<file path="config.mk">
export PLATFORM = sky130hd
export DESIGN_NAME = md_unit_param_flat
export DESIGN_NICKNAME = d
export VERILOG_FILES = /design/src/rtl/md_pkg.sv /design/src/rtl/md_unit_param_if.sv /design/src/rtl/md_div_iter.sv /design/src/rtl/md_unit_param.sv /design/src/flat_wrapper.sv
export SDC_FILE = /design/constraint.sdc
export NUM_CORES = 2
export LEC_CHECK = 0
export BUFFER_PORTS_ARGS = -buffer_cell sky130_fd_sc_hd__buf_4
export CAP_MARGIN = 0
export CORE_MARGIN = 2
export CORE_UTILIZATION = 35
export DETAILED_ROUTE_END_ITERATION = 7
export HOLD_SLACK_MARGIN = 0.12
export SETUP_SLACK_MARGIN = 0.5
export SLEW_MARGIN = 20
export SYNTH_ARGS = -nofsm -noshare
export SYNTH_HDL_FRONTEND = slang
export SYNTH_SLANG_ARGS = --single-unit
export TNS_END_PERCENT = 10
</file>
<file path="constraint.sdc">
create_clock -name clk -period 3.8 [get_ports clk]
set_input_delay 0.76 -clock clk [delete_from_list [all_inputs] [get_ports clk]]
set_output_delay 0.76 -clock clk [all_outputs]
set_load 0.01 [all_outputs]
</file>
<file path="src/rtl/md_pkg.sv">
// Op codes, FSM states and op-class decode helpers shared by the multiply/divide unit.
package md_pkg;

  localparam logic [3:0] MD_MULT  = 4'd0;
  localparam logic [3:0] MD_MULTU = 4'd1;
  localparam logic [3:0] MD_DIV   = 4'd2;
  localparam logic [3:0] MD_DIVU  = 4'd3;
  localparam logic [3:0] MD_MTHI  = 4'd4;
  localparam logic [3:0] MD_MTLO  = 4'd5;
  localparam logic [3:0] MD_MADD  = 4'd6;
  localparam logic [3:0] MD_MADDU = 4'd7;
  localparam logic [3:0] MD_MSUB  = 4'd8;
  localparam logic [3:0] MD_MSUBU = 4'd9;

  typedef enum logic [1:0] {
    ST_IDLE = 2'd0,
    ST_MUL  = 2'd1,
    ST_DIV  = 2'd2,
    ST_FIN  = 2'd3
  } md_state_t;

  function automatic logic op_is_valid(input logic [3:0] op);
    return (op <= MD_MSUBU);
  endfunction

  function automatic logic op_is_mul(input logic [3:0] op);
    return (op inside {MD_MULT, MD_MULTU, MD_MADD, MD_MADDU, MD_MSUB, MD_MSUBU});
  endfunction

  function automatic logic op_is_div(input logic [3:0] op);
    return (op inside {MD_DIV, MD_DIVU});
  endfunction

  function automatic logic op_is_signed(input logic [3:0] op);
    return (op inside {MD_MULT, MD_DIV, MD_MADD, MD_MSUB});
  endfunction

  function automatic logic op_is_acc(input logic [3:0] op);
    return (op inside {MD_MADD, MD_MADDU, MD_MSUB, MD_MSUBU});
  endfunction

  function automatic logic op_is_sub(input logic [3:0] op);
    return (op inside {MD_MSUB, MD_MSUBU});
  endfunction

endpackage

</file>
<file path="src/rtl/md_unit_param_if.sv">
// Pipeline-side request/result bundle of the multiply/divide unit.
interface md_unit_param_if #(parameter int WIDTH = 32);
  logic [3:0]       op;
  logic [WIDTH-1:0] A;
  logic [WIDTH-1:0] B;
  logic             start;
  logic             cancel;
  logic [WIDTH-1:0] HI;
  logic [WIDTH-1:0] LO;
  logic             busy;
  logic             done;
  logic             div_zero;

  modport master (output op, A, B, start, cancel,
                  input  HI, LO, busy, done, div_zero);
  modport slave  (input  op, A, B, start, cancel,
                  output HI, LO, busy, done, div_zero);
endinterface

</file>
<file path="src/rtl/md_div_iter.sv">
// Restoring radix-2 divider on operand magnitudes, one quotient bit per clock.
module md_div_iter #(
  parameter int WIDTH = 32
) (
  input  logic             clk,
  input  logic             reset,
  input  logic             go,
  input  logic             signed_op,
  input  logic [WIDTH-1:0] dividend,
  input  logic [WIDTH-1:0] divisor,
  input  logic             abort,
  output logic [WIDTH-1:0] quot,
  output logic [WIDTH-1:0] rem,
  output logic             valid
);

  localparam int CW = $clog2(WIDTH + 1);

  logic [WIDTH-1:0] q_r, r_r, d_r;
  logic [CW-1:0]    left;
  logic             neg_q, neg_r, run, valid_q;
  logic             a_neg, b_neg;
  logic [WIDTH-1:0] a_mag, b_mag;
  logic [WIDTH:0]   shifted, trial;

  always_comb begin
    a_neg   = signed_op & dividend[WIDTH-1];
    b_neg   = signed_op & divisor[WIDTH-1];
    a_mag   = a_neg ? (~dividend + 1'b1) : dividend;
    b_mag   = b_neg ? (~divisor + 1'b1) : divisor;
    shifted = {r_r, q_r[WIDTH-1]};
    // borrow out of bit WIDTH means the trial subtraction must be undone
    trial   = shifted - {1'b0, d_r};
  end

  always_ff @(posedge clk or negedge reset) begin
    if (!reset) begin
      q_r     <= '0;
      r_r     <= '0;
      d_r     <= '0;
      left    <= '0;
      neg_q   <= 1'b0;
      neg_r   <= 1'b0;
      run     <= 1'b0;
      valid_q <= 1'b0;
    end else if (abort) begin
      run     <= 1'b0;
      valid_q <= 1'b0;
    end else if (go) begin
      q_r     <= a_mag;
      r_r     <= '0;
      d_r     <= b_mag;
      neg_q   <= a_neg ^ b_neg;
      neg_r   <= a_neg;
      left    <= CW'(WIDTH);
      run     <= 1'b1;
      valid_q <= 1'b0;
    end else if (run) begin
      if (!trial[WIDTH]) begin
        r_r <= trial[WIDTH-1:0];
        q_r <= {q_r[WIDTH-2:0], 1'b1};
      end else begin
        r_r <= shifted[WIDTH-1:0];
        q_r <= {q_r[WIDTH-2:0], 1'b0};
      end
      left <= left - 1'b1;
      if (left == CW'(1)) begin
        run     <= 1'b0;
        valid_q <= 1'b1;
      end
    end
  end

  assign quot  = neg_q ? (~q_r + 1'b1) : q_r;
  assign rem   = neg_r ? (~r_r + 1'b1) : r_r;
  assign valid = valid_q;

endmodule

</file>
<file path="src/rtl/md_unit_param.sv">
// Parametrised multiply/divide unit with HI/LO result registers.
//   state | meaning
//   IDLE  | waiting for an accepted start
//   MUL   | product held, counting out the multiply latency
//   DIV   | iterative divider running
//   FIN   | write HI/LO, pulse done, back to IDLE
module md_unit_param
  import md_pkg::*;
#(
  parameter int WIDTH    = 32,
  parameter int MULT_LAT = 5
) (
  input  logic            clk,
  input  logic            reset,
  md_unit_param_if.slave  md
);

  localparam int CW = $clog2(((WIDTH > MULT_LAT) ? WIDTH : MULT_LAT) + 1);
  localparam logic [CW-1:0] MUL_LAST = CW'(MULT_LAT - 1);
  localparam logic [CW-1:0] DIV_LAST = CW'(WIDTH);

  md_state_t          state;
  logic [3:0]         op_q;
  logic [CW-1:0]      cnt;
  logic [2*WIDTH-1:0] mul_res;
  logic [WIDTH-1:0]   a_q, hi_q, lo_q;
  logic               div_b_zero, busy_q, done_q, dz_q;

  logic               accept, sgn;
  logic [2*WIDTH-1:0] acc, prod, mul_next;
  logic [WIDTH-1:0]   div_quot, div_rem;
  logic               div_valid;

  assign accept = md.start & ~md.cancel & (state == ST_IDLE) & op_is_valid(md.op);

  // Accumulate ops fold into the product at start, so MUL only waits out the latency.
  always_comb begin
    sgn  = op_is_signed(md.op);
    acc  = {hi_q, lo_q};
    prod = {{WIDTH{sgn & md.A[WIDTH-1]}}, md.A} * {{WIDTH{sgn & md.B[WIDTH-1]}}, md.B};
    if (!op_is_acc(md.op))     mul_next = prod;
    else if (op_is_sub(md.op)) mul_next = acc - prod;
    else                       mul_next = acc + prod;
  end

  md_div_iter #(.WIDTH(WIDTH)) u_div (
    .clk       (clk),
    .reset     (reset),
    .go        (accept & op_is_div(md.op)),
    .signed_op (op_is_signed(md.op)),
    .dividend  (md.A),
    .divisor   (md.B),
    .abort     (md.cancel),
    .quot      (div_quot),
    .rem       (div_rem),
    .valid     (div_valid)
  );

  always_ff @(posedge clk or negedge reset) begin
    if (!reset) begin
      state      <= ST_IDLE;
      op_q       <= '0;
      cnt        <= '0;
      mul_res    <= '0;
      a_q        <= '0;
      div_b_zero <= 1'b0;
      hi_q       <= '0;
      lo_q       <= '0;
      busy_q     <= 1'b0;
      done_q     <= 1'b0;
      dz_q       <= 1'b0;
    end else begin
      done_q <= 1'b0;
      dz_q   <= 1'b0;
      case (state)
        ST_IDLE: begin
          if (accept) begin
            op_q       <= md.op;
            a_q        <= md.A;
            mul_res    <= mul_next;
            div_b_zero <= (md.B == '0);
            cnt        <= CW'(1);
            busy_q     <= 1'b1;
            if (op_is_mul(md.op))      state <= (MULT_LAT == 1) ? ST_FIN : ST_MUL;
            else if (op_is_div(md.op)) state <= ST_DIV;
            else                       state <= ST_FIN;
          end
        end
        ST_MUL, ST_DIV: begin
          if (md.cancel) begin
            state  <= ST_IDLE;
            busy_q <= 1'b0;
          end else begin
            cnt <= cnt + 1'b1;
            if ((state == ST_MUL && cnt == MUL_LAST) || (state == ST_DIV && cnt == DIV_LAST))
              state <= ST_FIN;
          end
        end
        ST_FIN: begin
          state  <= ST_IDLE;
          busy_q <= 1'b0;
          if (!md.cancel) begin
            done_q <= 1'b1;
            if (op_is_mul(op_q)) begin
              {hi_q, lo_q} <= mul_res;
            end else if (op_is_div(op_q)) begin
              dz_q <= div_b_zero;
              if (!div_b_zero && div_valid) begin
                lo_q <= div_quot;
                hi_q <= div_rem;
              end
            end else if (op_q == MD_MTHI) begin
              hi_q <= a_q;
            end else begin
              lo_q <= a_q;
            end
          end
        end
        default: state <= ST_IDLE;
      endcase
    end
  end

  assign md.HI       = hi_q;
  assign md.LO       = lo_q;
  assign md.busy     = busy_q;
  assign md.done     = done_q;
  assign md.div_zero = dz_q;

endmodule

</file>
<file path="src/flat_wrapper.sv">
// flat-port wrapper written by rule: the top's interface ports become plain ports
module md_unit_param_flat import md_pkg::*;
#(
  parameter int WIDTH    = 32,
  parameter int MULT_LAT = 5
)
  (clk, reset, md_op, md_A, md_B, md_start, md_cancel, md_HI, md_LO, md_busy, md_done, md_div_zero);
  md_unit_param_if #(.WIDTH(WIDTH)) md_i ();
  input  logic clk;
  input  logic reset;
  input wire logic [$bits(md_i.op)-1:0] md_op;
  input wire logic [$bits(md_i.A)-1:0] md_A;
  input wire logic [$bits(md_i.B)-1:0] md_B;
  input wire logic [$bits(md_i.start)-1:0] md_start;
  input wire logic [$bits(md_i.cancel)-1:0] md_cancel;
  output wire logic [$bits(md_i.HI)-1:0] md_HI;
  output wire logic [$bits(md_i.LO)-1:0] md_LO;
  output wire logic [$bits(md_i.busy)-1:0] md_busy;
  output wire logic [$bits(md_i.done)-1:0] md_done;
  output wire logic [$bits(md_i.div_zero)-1:0] md_div_zero;
  assign md_i.op = md_op;
  assign md_i.A = md_A;
  assign md_i.B = md_B;
  assign md_i.start = md_start;
  assign md_i.cancel = md_cancel;
  assign md_HI = md_i.HI;
  assign md_LO = md_i.LO;
  assign md_busy = md_i.busy;
  assign md_done = md_i.done;
  assign md_div_zero = md_i.div_zero;
  md_unit_param #(.WIDTH(WIDTH), .MULT_LAT(MULT_LAT)) u_core (.clk(clk), .reset(reset), .md(md_i));
endmodule
</file>
==> results.py <==
metrics = {
    "run_status": {
        "status": "finished with violations",
        "violations": "setup timing",
    },
    "synthesis": {
        "yosysWarningCount": 0,
        "async_flop_share_pct": 100.0,
        "yosysTopAreaCell": "fa_1",
        "syn_area_um2": 60330,
        "synthCells": 7150,
        "syn-num-nets": 8670,
        "synth_top_area_share_pct": 37.39,
        "synth_edf_count": 0,
        "ys.flop_type": "dfrtp_1",
        "ys_ff_latch": 282,
        "synth.distinct_cells": 86,
        "synth.area.top_cells": "fa_1 (37%), dfrtp_1 (12%), nand2_1 (7.8%), inv_1 (7.2%), ha_1 (6.7%)",
        "seq_area_frac_synth_pct": 11.70,
        "syn_avg_cell_area_um2": 8.438,
    },
    "finish": {
        "synthToLayoutAreaGrowth_pct": 27.39,
        "nets": 9608,
        "fillerInstances": 16517,
        "utilization_pct": 44.85,
        "drive_above_1_share_pct": 23.87,
    },
    "setup_path": {
        "critPathCaptureType": "flop",
        "crit_type": "input pin to flop",
        "arrival_ns": 11.69,
        "cp_slowest_cell": "or4_4",
        "cp-start-kind": "input pin",
        "cpPeakStageDelay_ns": 0.57,
        "path_max_fanout": 5,
        "reg2reg_from": "u_core.md.LO[0]",
        "required_ns": 4.33,
        "reg2reg_slack_ns": -0.27,
        "startpoint": "md_op[1]",
        "cpMostUsedCell": "fa_1",
    },
    "floorplan": {
        "boundaryPins": 139,
        "fp.dieW_um": 419.2,
        "design.die.area_um2": 175700,
        "core-area_um2": 171400,
        "std_cell_rows": 152,
        "start_util_pct": 35.21,
        "die_h_um": 419.2,
    },
    "clock_network": {
        "cts_inserted_buffers": 28,
        "cts_tree": "done",
        "cts_buffer_depth": 3,
        "root_buffer": "clkbuf_16",
        "htree_levels": 1,
        "clock_latency_ns": 0.61,
        "cts.sinks": 282,
        "clkTransAtPathRegs_ns": 0.06,
    },
    "detailed_routing": {
        "drt_iter0_markers": 3632,
        "routed_via_density": 5.089,
        "drt_first_pass_iters": 6,
        "vias": 53054,
        "wl_per_cell_um": 20.37,
        "drcViolationCount": 0,
        "route.antenna.remaining_nets": 0,
        "wl_um": 212400,
    },
    "flow_run": {
        "cap_violations": 0,
    },
    "hold_path": {
        "hold_path_class": "input pin to asynchronous set/reset pin",
    },
    "timing": {
        "fin_ws_ns": -7.361,
        "slew_violations": 0,
        "tightest_slew_ns": 1.216,
        "rsz0062_at_grt": "yes",
        "timing.fmax_mhz": 89.60,
        "period_share_pct": 293.7,
        "maxSlewHeadroom_pct": 18.64,
        "finClkSkew_ns": 0.02968,
        "hold_violations": 0,
        "finalSetupViolations": 60,
        "finalCriticalPeriod_ns": 11.16,
    },
    "global_routing": {
        "grt_pass1_vias": 56081,
        "grt_overflow": 0,
        "grt_pass1_wl_um": 328100,
        "antenna_found_initial": 9,
        "grt_max_degree": 112,
        "grt_usage_pct": 24.24,
    },
    "place": {
        "gp_congestion": 0.9524,
        "place_hpwl_um": 178800,
        "portBuffers": 138,
    },
}
[per-layer routing]
metal / part of all wire, % / global-route usage, %
met3: 5.6 / 2.292
met4: 5.2 / 10.63
met1: 42 / 31.85
met2: 47 / 40.60
met5: 0.0061 / 0
[synthesized netlist by cell type (all sizes together) (8+ instances only)]
cell type and instances:
ha 321, a21oi 372, o211ai 17, mux2i 21
o21a 27, o21bai 22, nand3b 9, o31a 9
a211oi 90, and4 11, nor3b 10, o31ai 45
nand2 1249, mux2 8, buf 61, nor2 348
a21o 78, nor4 19, nand4 40, and2 296
xnor2 161, nor3 63, fa 1127, a21boi 10
nand2b 51, nand3 56, clkbuf 381, or2 21
a31oi 67, nor2b 26, or3 56, or4 18
o41ai 12, and3 41, inv 1160, o21ai 304
dfrtp 282, xor2 163
[layout by cell type, fill, tap and decap left out, types with 27 or more instances in the layout]
master and count:
and3_1 35, and2_1 283, clkbuf_16 29, a31oi_1 58, buf_4 1193, o21ai_0 230, ha_1 277, a21o_1 76
a21oi_2 77, o21ai_2 31, a211oi_1 59, inv_1 1140, buf_12 56, a21oi_1 287, nand2_1 1234, o31ai_1 27
dfrtp_1 281, o21ai_1 41, ha_4 37, xnor2_1 139, nor2_1 316, nand2b_1 48, fa_1 1101, or3_1 30
nand3_1 48, xor2_1 149, buf_6 77, nor3_1 41, nand4_1 39
[flip-flops by register name, summed over array words and instances, names as in the netlist, 32 cells and up]
signal            flops
u_core.mul_res       64
u_core.a_q           32
u_core.md.HI         32
u_core.md.LO         32
u_core.u_div.d_r     32
u_core.u_div.q_r     32
u_core.u_div.r_r     32
[layout make-up]
cell class / count / area (um2) / share of cell area, %
timing repair buffer: 1350 / 11330 / 14.75
clock inverter: 12 / 130.1 / 0.1693
tap: 2310 / 2890 / 3.760
multi-input combinational: 5265 / 50260 / 65.40
antenna: 7 / 17.52 / 0.02279
clock buffer: 39 / 803.3 / 1.045
inverter: 1161 / 4363 / 5.676
sequential: 282 / 7058 / 9.183
[kinds of logic (layout without fill, tap and decap cells)]
| kind of cell | after synthesis | in the layout | synth area share [%] |
|---|---|---|---|
| other | 0 | 7 | 0 |
| flip-flops | 282 | 282 | 11.70 |
| AND/OR/NAND/NOR | 2321 | 2321 | 17.46 |
| AO/OA/AOI/OAI | 1143 | 1143 | 11.61 |
| XOR/XNOR | 324 | 324 | 4.703 |
| multiplexers | 29 | 29 | 0.4977 |
| adder cells (fa/ha/maj) | 1448 | 1448 | 44.05 |
| buffers and inverters | 1603 | 2562 | 9.983 |
[repair_timing]
| action | in CTS | in global routing |
|---|---|---|
| setup endpoints to repair | 122 | 124 |
| pin swaps | 293 | 190 |
| setup buffers | 62 | 25 |
| gates cloned | 1 | 0 |
| hold buffers | 0 | 0 |
| hold endpoints to repair | 0 | 0 |
| resized for setup | 542 | 210 |
[per-stage QoR]
stage          hold WS (ns)  setup slack [ns]  setup TNS (ns)  area, um2  std cells
2_1_floorplan        0.4391            -8.098         -326.72      60600       7150
3_3_place_gp         0.4521            -8.296         -399.11      71870      10280
3_5_place_dp         0.4571            -8.449         -406.73      71870      10280
4_1_cts              0.2250            -7.267         -321.62      75680      10394
5_1_grt              0.2338            -7.756         -343.96      76860      10424
6_report             0.1613            -7.361         -326.14      76860      10426
[critical path, delay by kind of cell]
kind	cells	cell delay [ns]
compound gates	17	3.15
xor+xnor	2	0.27
buf+inv	9	1.00
fa+ha+maj	10	4.50
simple gates	9	1.99
[worst paths after layout]
check | end | cells after the start
setup / recovery | u_core.mul_res[63] | 47
hold / removal | u_core.md.div_zero | 1
setup reg to reg | u_core.mul_res[40] | 19
hold reg to reg | u_core.u_div.d_r[5] | 2
max in group asynchronous | u_core.a_q[0] | 2
min in group clk | u_core.u_div.valid | 2
Power is left out: the tool's default activity adds up to more than one toggle a clock period on the data nets, which glitch-free logic cannot reach.
